$ cat src/rtl/ex_pipe_ctrl.sv
// Execute-stage hazard controller: operand forwarding, load-use stalls,
// multi-cycle MUL hold and taken-branch flush for a 5-stage MIPS pipeline.
module ex_pipe_ctrl #(
    parameter int MUL_LAT = 4
) (
    input  logic       clk_46,
    input  logic       rst_46,
    input  logic [5:0] id_opcode_46,
    input  logic [5:0] id_src_reg_46,
    input  logic [5:0] id_targ_reg_46,
    input  logic [5:0] ex_opcode_46,
    input  logic [5:0] ex_src_reg_46,
    input  logic [5:0] ex_targ_reg_46,
    input  logic [5:0] ex_dest_reg_46,
    input  logic [5:0] mem_opcode_46,
    input  logic [5:0] mem_dest_reg_46,
    input  logic [5:0] wb_opcode_46,
    input  logic [5:0] wb_dest_reg_46,
    input  logic       branch_taken_46,
    output logic [1:0] fwd_a_sel_46,
    output logic [1:0] fwd_b_sel_46,
    output logic       stall_46,
    output logic       ex_bubble_46,
    output logic       ex_hold_46,
    output logic       mem_bubble_46,
    output logic       flush_46,
    output logic       mul_done_46
);
    localparam logic [5:0] OP_ADD  = 6'b110001;
    localparam logic [5:0] OP_MUL  = 6'b100111;
    localparam logic [5:0] OP_ADDI = 6'b000100;
    localparam logic [5:0] OP_LDW  = 6'b010111;
    localparam logic [5:0] OP_STW  = 6'b010101;
    localparam logic [5:0] OP_BEQ  = 6'b100110;
    localparam logic [5:0] OP_BLT  = 6'b010110;

    localparam logic [3:0] LAST_CNT  = 4'(MUL_LAT - 1);
    localparam bit         MUL_MULTI = (MUL_LAT > 1);

    // Unlisted opcodes fall through every decode as NOPE.
    function automatic logic writes_dest(input logic [5:0] op);
        return (op == OP_ADD) || (op == OP_MUL) || (op == OP_ADDI) || (op == OP_LDW);
    endfunction

    function automatic logic reads_src(input logic [5:0] op);
        return (op == OP_ADD) || (op == OP_MUL) || (op == OP_ADDI) || (op == OP_LDW) ||
               (op == OP_STW) || (op == OP_BEQ) || (op == OP_BLT);
    endfunction

    function automatic logic reads_targ(input logic [5:0] op);
        return (op == OP_ADD) || (op == OP_MUL) || (op == OP_STW) ||
               (op == OP_BEQ) || (op == OP_BLT);
    endfunction

    // A loaded value is not ready in EX/MEM, so LDW only forwards from WB.
    function automatic logic [1:0] fwd_sel(input logic used, input logic [5:0] reg_id);
        logic [1:0] sel;
        sel = 2'b00;
        if (used && reg_id != 6'd0) begin
            if (writes_dest(mem_opcode_46) && mem_opcode_46 != OP_LDW &&
                mem_dest_reg_46 == reg_id)
                sel = 2'b01;
            else if (writes_dest(wb_opcode_46) && wb_dest_reg_46 == reg_id)
                sel = 2'b10;
        end
        return sel;
    endfunction

    typedef enum logic {RUN, MUL_BUSY} state_t;

    state_t     state;
    logic [3:0] cnt;
    logic       ex_is_mul;
    logic       lu;

    assign ex_is_mul = (ex_opcode_46 == OP_MUL);
    assign lu = (ex_opcode_46 == OP_LDW) && (ex_dest_reg_46 != 6'd0) &&
                ((reads_src(id_opcode_46)  && ex_dest_reg_46 == id_src_reg_46) ||
                 (reads_targ(id_opcode_46) && ex_dest_reg_46 == id_targ_reg_46));

    always_comb begin
        fwd_a_sel_46 = 2'b00;
        fwd_b_sel_46 = 2'b00;
        if (!rst_46) begin
            fwd_a_sel_46 = fwd_sel(reads_src(ex_opcode_46), ex_src_reg_46);
            fwd_b_sel_46 = fwd_sel(reads_targ(ex_opcode_46), ex_targ_reg_46);
        end
    end

    always_comb begin
        stall_46      = 1'b0;
        ex_bubble_46  = 1'b0;
        ex_hold_46    = 1'b0;
        mem_bubble_46 = 1'b0;
        flush_46      = 1'b0;
        mul_done_46   = 1'b0;
        if (!rst_46) begin
            case (state)
                RUN: begin
                    if (branch_taken_46) begin
                        flush_46      = 1'b1;
                        mem_bubble_46 = 1'b1;
                    end else if (ex_is_mul && MUL_MULTI) begin
                        stall_46      = 1'b1;
                        ex_hold_46    = 1'b1;
                        mem_bubble_46 = 1'b1;
                    end else if (lu) begin
                        stall_46     = 1'b1;
                        ex_bubble_46 = 1'b1;
                    end else if (ex_is_mul) begin
                        mul_done_46 = 1'b1;
                    end
                end
                MUL_BUSY: begin
                    if (cnt < LAST_CNT) begin
                        stall_46      = 1'b1;
                        ex_hold_46    = 1'b1;
                        mem_bubble_46 = 1'b1;
                    end else begin
                        mul_done_46 = 1'b1;
                    end
                end
                default: ;
            endcase
        end
    end

    // cnt counts MUL EX cycles already spent; the first is spent in RUN.
    always_ff @(posedge clk_46) begin
        if (rst_46) begin
            state <= RUN;
            cnt   <= 4'd0;
        end else begin
            case (state)
                RUN: begin
                    if (!branch_taken_46 && ex_is_mul && MUL_MULTI) begin
                        state <= MUL_BUSY;
                        cnt   <= 4'd1;
                    end
                end
                MUL_BUSY: begin
                    if (cnt < LAST_CNT) begin
                        cnt <= cnt + 4'd1;
                    end else begin
                        state <= RUN;
                        cnt   <= 4'd0;
                    end
                end
                default: begin
                    state <= RUN;
                    cnt   <= 4'd0;
                end
            endcase
        end
    end
endmodule

$ cat config.mk
export PLATFORM = sky130hd
export DESIGN_NAME = ex_pipe_ctrl
export DESIGN_NICKNAME = d
export VERILOG_FILES = /design/src/rtl/ex_pipe_ctrl.sv
export SDC_FILE = /design/constraint.sdc
export NUM_CORES = 1
export LEC_CHECK = 0
export CORE_MARGIN = 2
export CORE_UTILIZATION = 34
export CTS_CLUSTER_DIAMETER = 40
export DETAILED_ROUTE_END_ITERATION = 6
export HOLD_SLACK_MARGIN = 0.15
export MAX_ROUTING_LAYER = met4
export PLACE_DENSITY = 0.88
export SYNTH_ARGS = -nofsm -noshare
export SYNTH_HDL_FRONTEND = slang
export SYNTH_SLANG_ARGS = --single-unit
$ cat constraint.sdc
create_clock -name clk_46 -period 2.25 [get_ports clk_46]
set_input_delay 0.45 -clock clk_46 [delete_from_list [all_inputs] [get_ports clk_46]]
set_output_delay 0.45 -clock clk_46 [all_outputs]
set_load 0.01 [all_outputs]
; ---- Yosys cells after proc, flatten, opt, wreduce, memory -nomap -nowiden
; Cells that the tools add are included.
[classes]
order_cmp = 1
n_addsub = 1
bitwise_logic = 1
eq_ne = 30
muxes = 36
reduce_logical = 41
[ops]
columns = op, count
row1 = "6-bit equality test, second input constant", 10
row2 = "6-bit by 5-bit equality test with 1-bit output, second input constant", 8
row3 = 6-bit equality test, 6
row4 = 1-bit logical OR, 25
row5 = "6-bit by 3-bit equality test with 1-bit output, second input constant", 4
row6 = 1-bit two-way mux, 20
row7 = 6-bit nonzero test, 3
row8 = 2-bit two-way mux, 8
row9 = 1-bit logical AND, 12
row10 = 1-bit one-hot mux with 2 select lines, 5
row11 = 4-bit two-way mux, 2
row12 = 4-bit one-hot mux with 2 select lines, 1
row13 = "6-bit by 5-bit != test with 1-bit output, second input constant", 1
row14 = "4-bit by 1-bit adder with 4-bit output, second input constant", 1
row15 = "4-bit by 2-bit less-than comparator with 1-bit output, second input constant", 1
row16 = "2-bit != test, second input constant", 1
row17 = 1-bit zero test, 1
row18 = 1-bit inverter, 1
[totals]
in_bits = 69
wordCells = 112
out_inout_bits = 10
reg_bits = 5

; ---- Longest topological paths before layout
; Gate-level depths: netlist of run 1.
[depth]
depth_word = 15
depth_mapped = 6

; ---- Least setup slack after synthesis of run 1
; OpenSTA, ideal clock, no wires.
[synth_timing]
kind = input -> output
startpoint = input port ex_opcode_46[0]
endpoint = output port fwd_a_sel_46[1]
t_arrival_ps = 1664
path_slack_ps = 136
cell_stages = 5
path_buffers = 0
path_cell_list = or3_1 o21ai_1 o21ai_1 a221o_1 nor4b_2
[synth_via]
elab_chain_len = 10
word_cells_on_any_way = 16
[synth_lines]
columns = item, line_no
row1 = from (decl), 11  ; input logic [5:0] ex_opcode_46,
row2 = 6-bit equality test, 46  ; return (op == OP_ADD) || (op == OP_MUL) || (op == OP_ADDI) || (op == OP_LDW) ||
row3 = 1-bit logical OR (4 in series), 46
row4 = 1-bit logical OR, 47  ; (op == OP_STW) || (op == OP_BEQ) || (op == OP_BLT);
row5 = 1-bit logical OR (*), 47
row6 = 1-bit logical AND (*), 59  ; if (used && reg_id != 6'd0) begin
row7 = 2-bit two-way mux (*), 59
row8 = 2-bit two-way mux (*), 84  ; if (!rst_46) begin
row9 = to (decl), 20  ; output logic [1:0] fwd_a_sel_46,
; Every way passes the cells marked *; elsewhere a longest branch is shown, timed or not.

; ---- Final worst setup path of run 1
[layout_timing]
startpoint = input port ex_opcode_46[5]
endpoint = output port fwd_a_sel_46[1]
; Same word-level chain as after synthesis.

==> reports/metrics.yaml, run 1 <==
timing:
  fin_crit_sh_pct: 100
  grt_setup_unrepaired: "yes"
  fin_crit_ps: 2260
  max_slew.worst_pin.slew_ps: 381
  max_freq_ghz: 0.443
  skew_ps: 1.31
  setup_ws_ps: -6.56
  max_slew_margin_pct: 74.6
  setup_viol: 1
  slew_viol_final: 0
  setup_tns_ps: -6.56
  hold_viol: 0
outcome:
  violations: "negative setup slack"
  status: "complete, but fails checks"
finish:
  layout.nets: 323
  instances_no_fill: 283
  n_antenna_cell: 0
  areaGrowthSynthToFinish_pct: 109
  fillers: 219
  final_layout_size_suffix_gt1_share_pct: 35.3
  postLayoutCoreUtil_pct: 76.0
synth:
  synth.most_common_cell: "xor2_1"
  synthArstFlopShare_pct: 0
  yosysTopAreaCellShare_pct: 20.0
  synthTopCellsByCount: "xor2_1 (23), xnor2_1 (15), nor2_1 (10), nor3_1 (10), nor4_1 (9)"
  synth_seq_cells: 5
  yosysUniqueCellTypes: 35
  synth_nets: 210
  ys.warnings.count: 0
  ys_top_cells_by_area: "xor2_1 (20%), xnor2_1 (13%), dfxtp_1 (9.9%), nor4_1 (5.6%), nor3_1 (5.0%)"
  syn_avg_cell_area_um2: 7.21
  yosys.area.top_type: "xor2_1"
  netlist_area_um2: 1010
  seq_area_frac_synth_pct: 9.91
  synth_edf_count: 0
  synth_cells: 140
  synthFlopType: "dfxtp_1"
die:
  die_h_um: 58.5
  core_area_um2: 2780
  die_area_um2: 3420
  initial_utilization_pct: 36.3
  die_x_um: 58.5
  ios: 79
  num_rows: 19
grt:
  grt_max_degree: 9
  grt_pass1_vias: 1522
  grt.total_usage_pct: 25.4
  grt_pass1_wl_um: 6580
  grt-ovfl-total: 0
  antenna_found_initial: 0
detailed_routing:
  drt_iter0_markers: 40
  wl_per_cell_um: 15.8
  vias: 1557
  viasPerCell: 5.50
  ant_nets: 0
  drt_pass1_iterations: 4
  post-route-drc-count: 0
  totalWireLength_um: 4470
power:
  p_switching_uw: 167
  sequentialPowerShare_pct: 18.4
  clockPowerShare_pct: 21.1
  p_per_area_nw_per_um2: 231
  peakVddDrop_mv: 0.298
  intPower_uw: 322
  power_frac_comb_pct: 60.5
  swShare_pct: 34.1
  power_leakage_uw: 0.000987
critical_path:
  r2r.worst_path.cells: 6
  cp.arrival_ps: 1810
  r2r-start: "cnt[0]"
  worst-path-max-fanout: 2
  worstPathRequired_ps: 1800
  critPathCaptureType: "primary output"
  regToRegEndpoint: "cnt[0]"
  critPathKind: "in -> out"
  start_kind: "input port"
  r2r_slack_ps: 790
hold_path:
  hp-class: "reg -> reg"
  holdPathStages: 1
  min_to: "cnt[3]"
  min_from: "cnt[3]"
placed_design:
  dp.cells: 276
  gp_congestion: 0.903
  post-dp-hpwl_um: 3340
  io_buffers: 78
cts:
  clkSlewWorstSetupHoldPaths_ps: 40
  h-tree-depth: 1
  cts_max_path_buffers: 2
  cts.sinks: 5
  cts_root_buf: "clkbuf_4"
  tritoncts: "done"
  cts_made_buffers: 3
  clkLatencyLatePin_ps: 240
  holdBufCountCts: 0
job:
  max_cap_viol_count: 0
-- cell families (layout without fill, tap and decap cells) --
group           Yosys count  in the layout  share of synthesized area (%)
xor+xnor                 38             38                           33.0
compound gates           23             23                           14.7
fa+ha+maj                 1              1                           1.24
simple gates             69             69                           39.7
buf+inv                   4            116                           1.49
flops                     5              5                           9.91
-- critical path: stages --
cell,delay [ps]
buf_6,90
or3_1,360
o21ai_1,80
o21ai_1,90
a221o_1,350
nor4b_2,210
buf_2,180
-- worst max path at each step --
stage	start	end
6_report	ex_opcode_46[5]	fwd_a_sel_46[1]
4_1_cts	id_targ_reg_46[2]	ex_bubble_46
3_3_place_gp	ex_opcode_46[0]	fwd_a_sel_46[1]
2_1_floorplan	ex_opcode_46[0]	fwd_a_sel_46[1]
3_5_place_dp	ex_dest_reg_46[2]	ex_bubble_46
5_1_grt	ex_opcode_46[5]	fwd_a_sel_46[1]
-- timing repair --
item                                    CTS  global route
pin swaps                                35            28
resized for setup                       131            49
setup buffers                             2             1
endpoints found under the setup margin   10             6
gates cloned                              0             0
-- metrics by stage --
stage          cell area (um2)  worst slack, ps  hold slack (ps)  total power [uW]
6_report                  2110            -6.56              475               489
5_1_grt                   2110             -119              490               518
4_1_cts                   2070            -68.2              478               475
3_5_place_dp              2040             -842              471               390
3_3_place_gp              2040             -836              463               383
2_1_floorplan             1010              136              443               182
-- state kept, by name, indices dropped and copies added, names as in the netlist --
| register | cells |
|---|---|
| cnt | 4 |
| state | 1 |
-- area by class of cell --
class | count | area (um2) | area share [%]
Clock buffer | 4 | 26.3 | 1.24
Sequential cell | 5 | 100 | 4.74
Inverter | 2 | 7.51 | 0.355
Timing Repair Buffer | 110 | 888 | 42.0
Tap cell | 31 | 38.8 | 1.84
Multi-Input combinational cell | 131 | 1050 | 49.8
-- power by group through the flow --
stage / Combinational, uW / Clock, uW / Sequential [uW]
after floorplan: 90.4 / 0 / 91.1
after global placement: 291 / 0 / 91.4
after detailed placement: 298 / 0 / 91.4
after CTS: 279 / 106 / 90.0
after global routing: 317 / 111 / 90.0
final: 296 / 103 / 90.0
-- metal layers --
layer / routed length (um) / share of wire [%] / up-vias / global-route usage [%]
li1: - / - / 746 / -
met1: 1750 / 39 / 731 / 28.7
met2: 2380 / 53 / 64 / 45.7
met3: 210 / 4.7 / 16 / 3.08
met4: 138 / 3.1 / 0 / 8.64
met5: 0 / 0 / - / -
-- placed cells by master (no fill, tap or decap), types with 3 or more instances in the layout --
master,n
a21oi_1,3
a21oi_2,3
buf_2,14
buf_4,32
buf_6,3
clkbuf_2,9
clkbuf_4,3
clkdlybuf4s15_1,4
clkdlybuf4s50_1,10
dfxtp_1,5
dlygate4sd2_1,31
dlymetal6s2s_1,7
nand2_1,8
nand2b_1,5
nand3_1,4
nand3b_1,3
nand4_1,4
nor2_1,10
nor3_1,3
nor3_2,6
nor3b_1,3
nor4_1,6
nor4_2,3
o21ai_1,3
xnor2_1,13
xor2_1,22
No activity file was read; power rests on OpenSTA's default activity.
==> inputs of run 2 (changes only) <==
CORE_UTILIZATION = 50   (was 34)
DONT_BUFFER_PORTS = 1   (was not set)
PLACE_DENSITY = 0.71   (was 0.88)
==> run 2 against run 1 <==
The run now ends clean. Via count decreased by 29%. Non-clock buffer count decreased by 105. Die area decreased by 30%. Clock power increased by 4%. Flip-flop and latch count unchanged. Total power decreased by 39%. Largest power group is now the clock network. Register-to-register slack improved by 40 ps. Fmax increased by 4.5%. Clock skew increased by 1.4 ps. Worst hold slack got worse by 210 ps. First-iteration DRC count decreased by 53%. Final cell count decreased by 39%.
==> reports/metrics.yaml, run 2 (same netlist as run 1, synthesis figures left out) <==
outcome:
  status: "finished, final reports clean"
finish:
  regArea_um2: 100
  final_cell_mix: "xor2_1 (23), xnor2_1 (15), nor3_1 (10), nor2_1 (10)"
  largest_reg_flops: 4
  multiInputGateArea_um2: 916
  n_antenna_cell: 0
  final_layout_size_suffix_gt1_share_pct: 8.16
  top_register: "cnt"
  fillers: 187
  layout_commonest_cell: "xor2_1"
  layout.nets: 218
  areaGrowthSynthToFinish_pct: 11.0
  largestRegisters: "cnt: 4 flops, state: 1 flops"
  postLayoutCoreUtil_pct: 57.7
grt:
  grt-ovfl-total: 0
  grt_pass1_vias: 1154
  grt_max_degree: 12
  antenna_found_initial: 0
  grt.total_usage_pct: 26.1
  grt_pass1_wl_um: 4780
cts:
  cts_root_buf: "clkbuf_4"
  cts_max_path_buffers: 2
  cts.sinks: 5
  clkSlewWorstSetupHoldPaths_ps: 40
  tritoncts: "done"
  cts_setup_buffers: 0
  cts_made_buffers: 3
  holdBufCountCts: 0
  clkLatencyLatePin_ps: 250
  h-tree-depth: 1
die:
  die_area_um2: 2400
  initial_utilization_pct: 52.0
  die_x_um: 48.9
  num_rows: 16
  ios: 79
  die_h_um: 48.9
  core_area_um2: 1940
timing:
  setup_ws_ps: 90.7
  hold_viol: 0
  skew_ps: 2.68
  slew_viol_final: 0
  max_slew_margin_pct: 67.1
  setup_tns_ps: 0
  grt_setup_unrepaired: "yes"
  setup_viol: 0
  max_freq_ghz: 0.463
  max_slew.worst_pin.slew_ps: 489
  fin_crit_sh_pct: 96.0
  fin_crit_ps: 2160
power:
  power_uw: 300
  p_per_area_nw_per_um2: 268
  power_leakage_uw: 0.000385
  peakVddDrop_mv: 0.249
detailed_routing:
  post-route-drc-count: 0
  vias: 1112
  drt_pass1_iterations: 4
  totalWireLength_um: 2860
  ant_nets: 0
  viasPerCell: 6.39
  wl_per_cell_um: 16.4
  drt_iter0_markers: 19
job:
  max_cap_viol_count: 0
hold_path:
  hp-class: "in -> reg"
critical_path:
  cp.arrival_ps: 1710
  start_kind: "input port"
  worst-path-max-fanout: 6
  critPathKind: "in -> out"
  critPathCaptureType: "primary output"
  worstPathRequired_ps: 1800
placed_design:
  post-place-ws_ps: -3.96
  io_buffers: 0
  post-dp-hpwl_um: 2450
  gp_congestion: 0.816
==> run 2: changes by cell type in the layout (fill, tap and decap cells not counted), moves of 4 or more <==
| cell | previous run | this run |
|---|---|---|
| dlygate4sd2_1 | 31 | 0 |
| buf_4 | 32 | 5 |
| buf_2 | 14 | 0 |
| clkdlybuf4s50_1 | 10 | 0 |
| clkbuf_2 | 9 | 0 |
| dlymetal6s2s_1 | 7 | 0 |
| nor3_1 | 3 | 10 |
| nor3_2 | 6 | 0 |
| clkdlybuf4s15_1 | 4 | 0 |
==> run 2: worst paths after layout <==
kind | start | slack [ps] | endpoint | depth (start not counted)
hold reg to reg | cnt[2] | 470 | cnt[2] | 1
hold / removal | rst_46 | 270 | cnt[1] | 1
setup reg to reg | cnt[0] | 830 | cnt[0] | 5
setup / recovery | ex_opcode_46[0] | 90 | fwd_a_sel_46[1] | 6
==> run 2: cell type report <==
cell class | instances | area share [%]
Multi-Input combinational cell | 131 | 81.7
Clock buffer | 4 | 2.34
Inverter | 2 | 0.670
Sequential cell | 5 | 8.93
Tap cell | 27 | 3.01
Timing Repair Buffer | 5 | 3.35
==> run 2: worst max-delay path: stages <==
cell and delay [ps]:
or3_1 350, o21ai_1 80, o21ai_1 80, a221o_1 360, nor4b_4 230, buf_4 160
==> run 2: repair_timing <==
action | 4_1_cts | 5_1_grt
endpoints found under the setup margin | 1 | 2
gates resized for setup | 0 | 3
pin swaps | 1 | 1
==> run 2: metal layers <==
metal | track usage [%] | vias to the layer above | routed length, um
met5 | - | - | 0
li1 | - | 531 | -
met2 | 50.2 | 67 | 1540
met4 | 9.05 | 0 | 34
met1 | 24.3 | 510 | 963
met3 | 7.67 | 4 | 325
==> run 2: where the power goes <==
part | internal [uW] | total, uW | switching, uW
combinational | 59.5 | 103 | 43.2
sequential | 89.4 | 90.0 | 0.570
clock | 67.2 | 107 | 40.0
total | 216 | 300 | 83.8
==> run 2: through the flow <==
| stage | hold WS (ps) | cells | cell area (um2) |
|---|---|---|---|
| after global placement | 464 | 170 | 1070 |
| after floorplan | 443 | 140 | 1010 |
| after global routing | 277 | 174 | 1120 |
| final | 268 | 174 | 1120 |
| after detailed placement | 469 | 170 | 1070 |
| after CTS | 271 | 174 | 1100 |
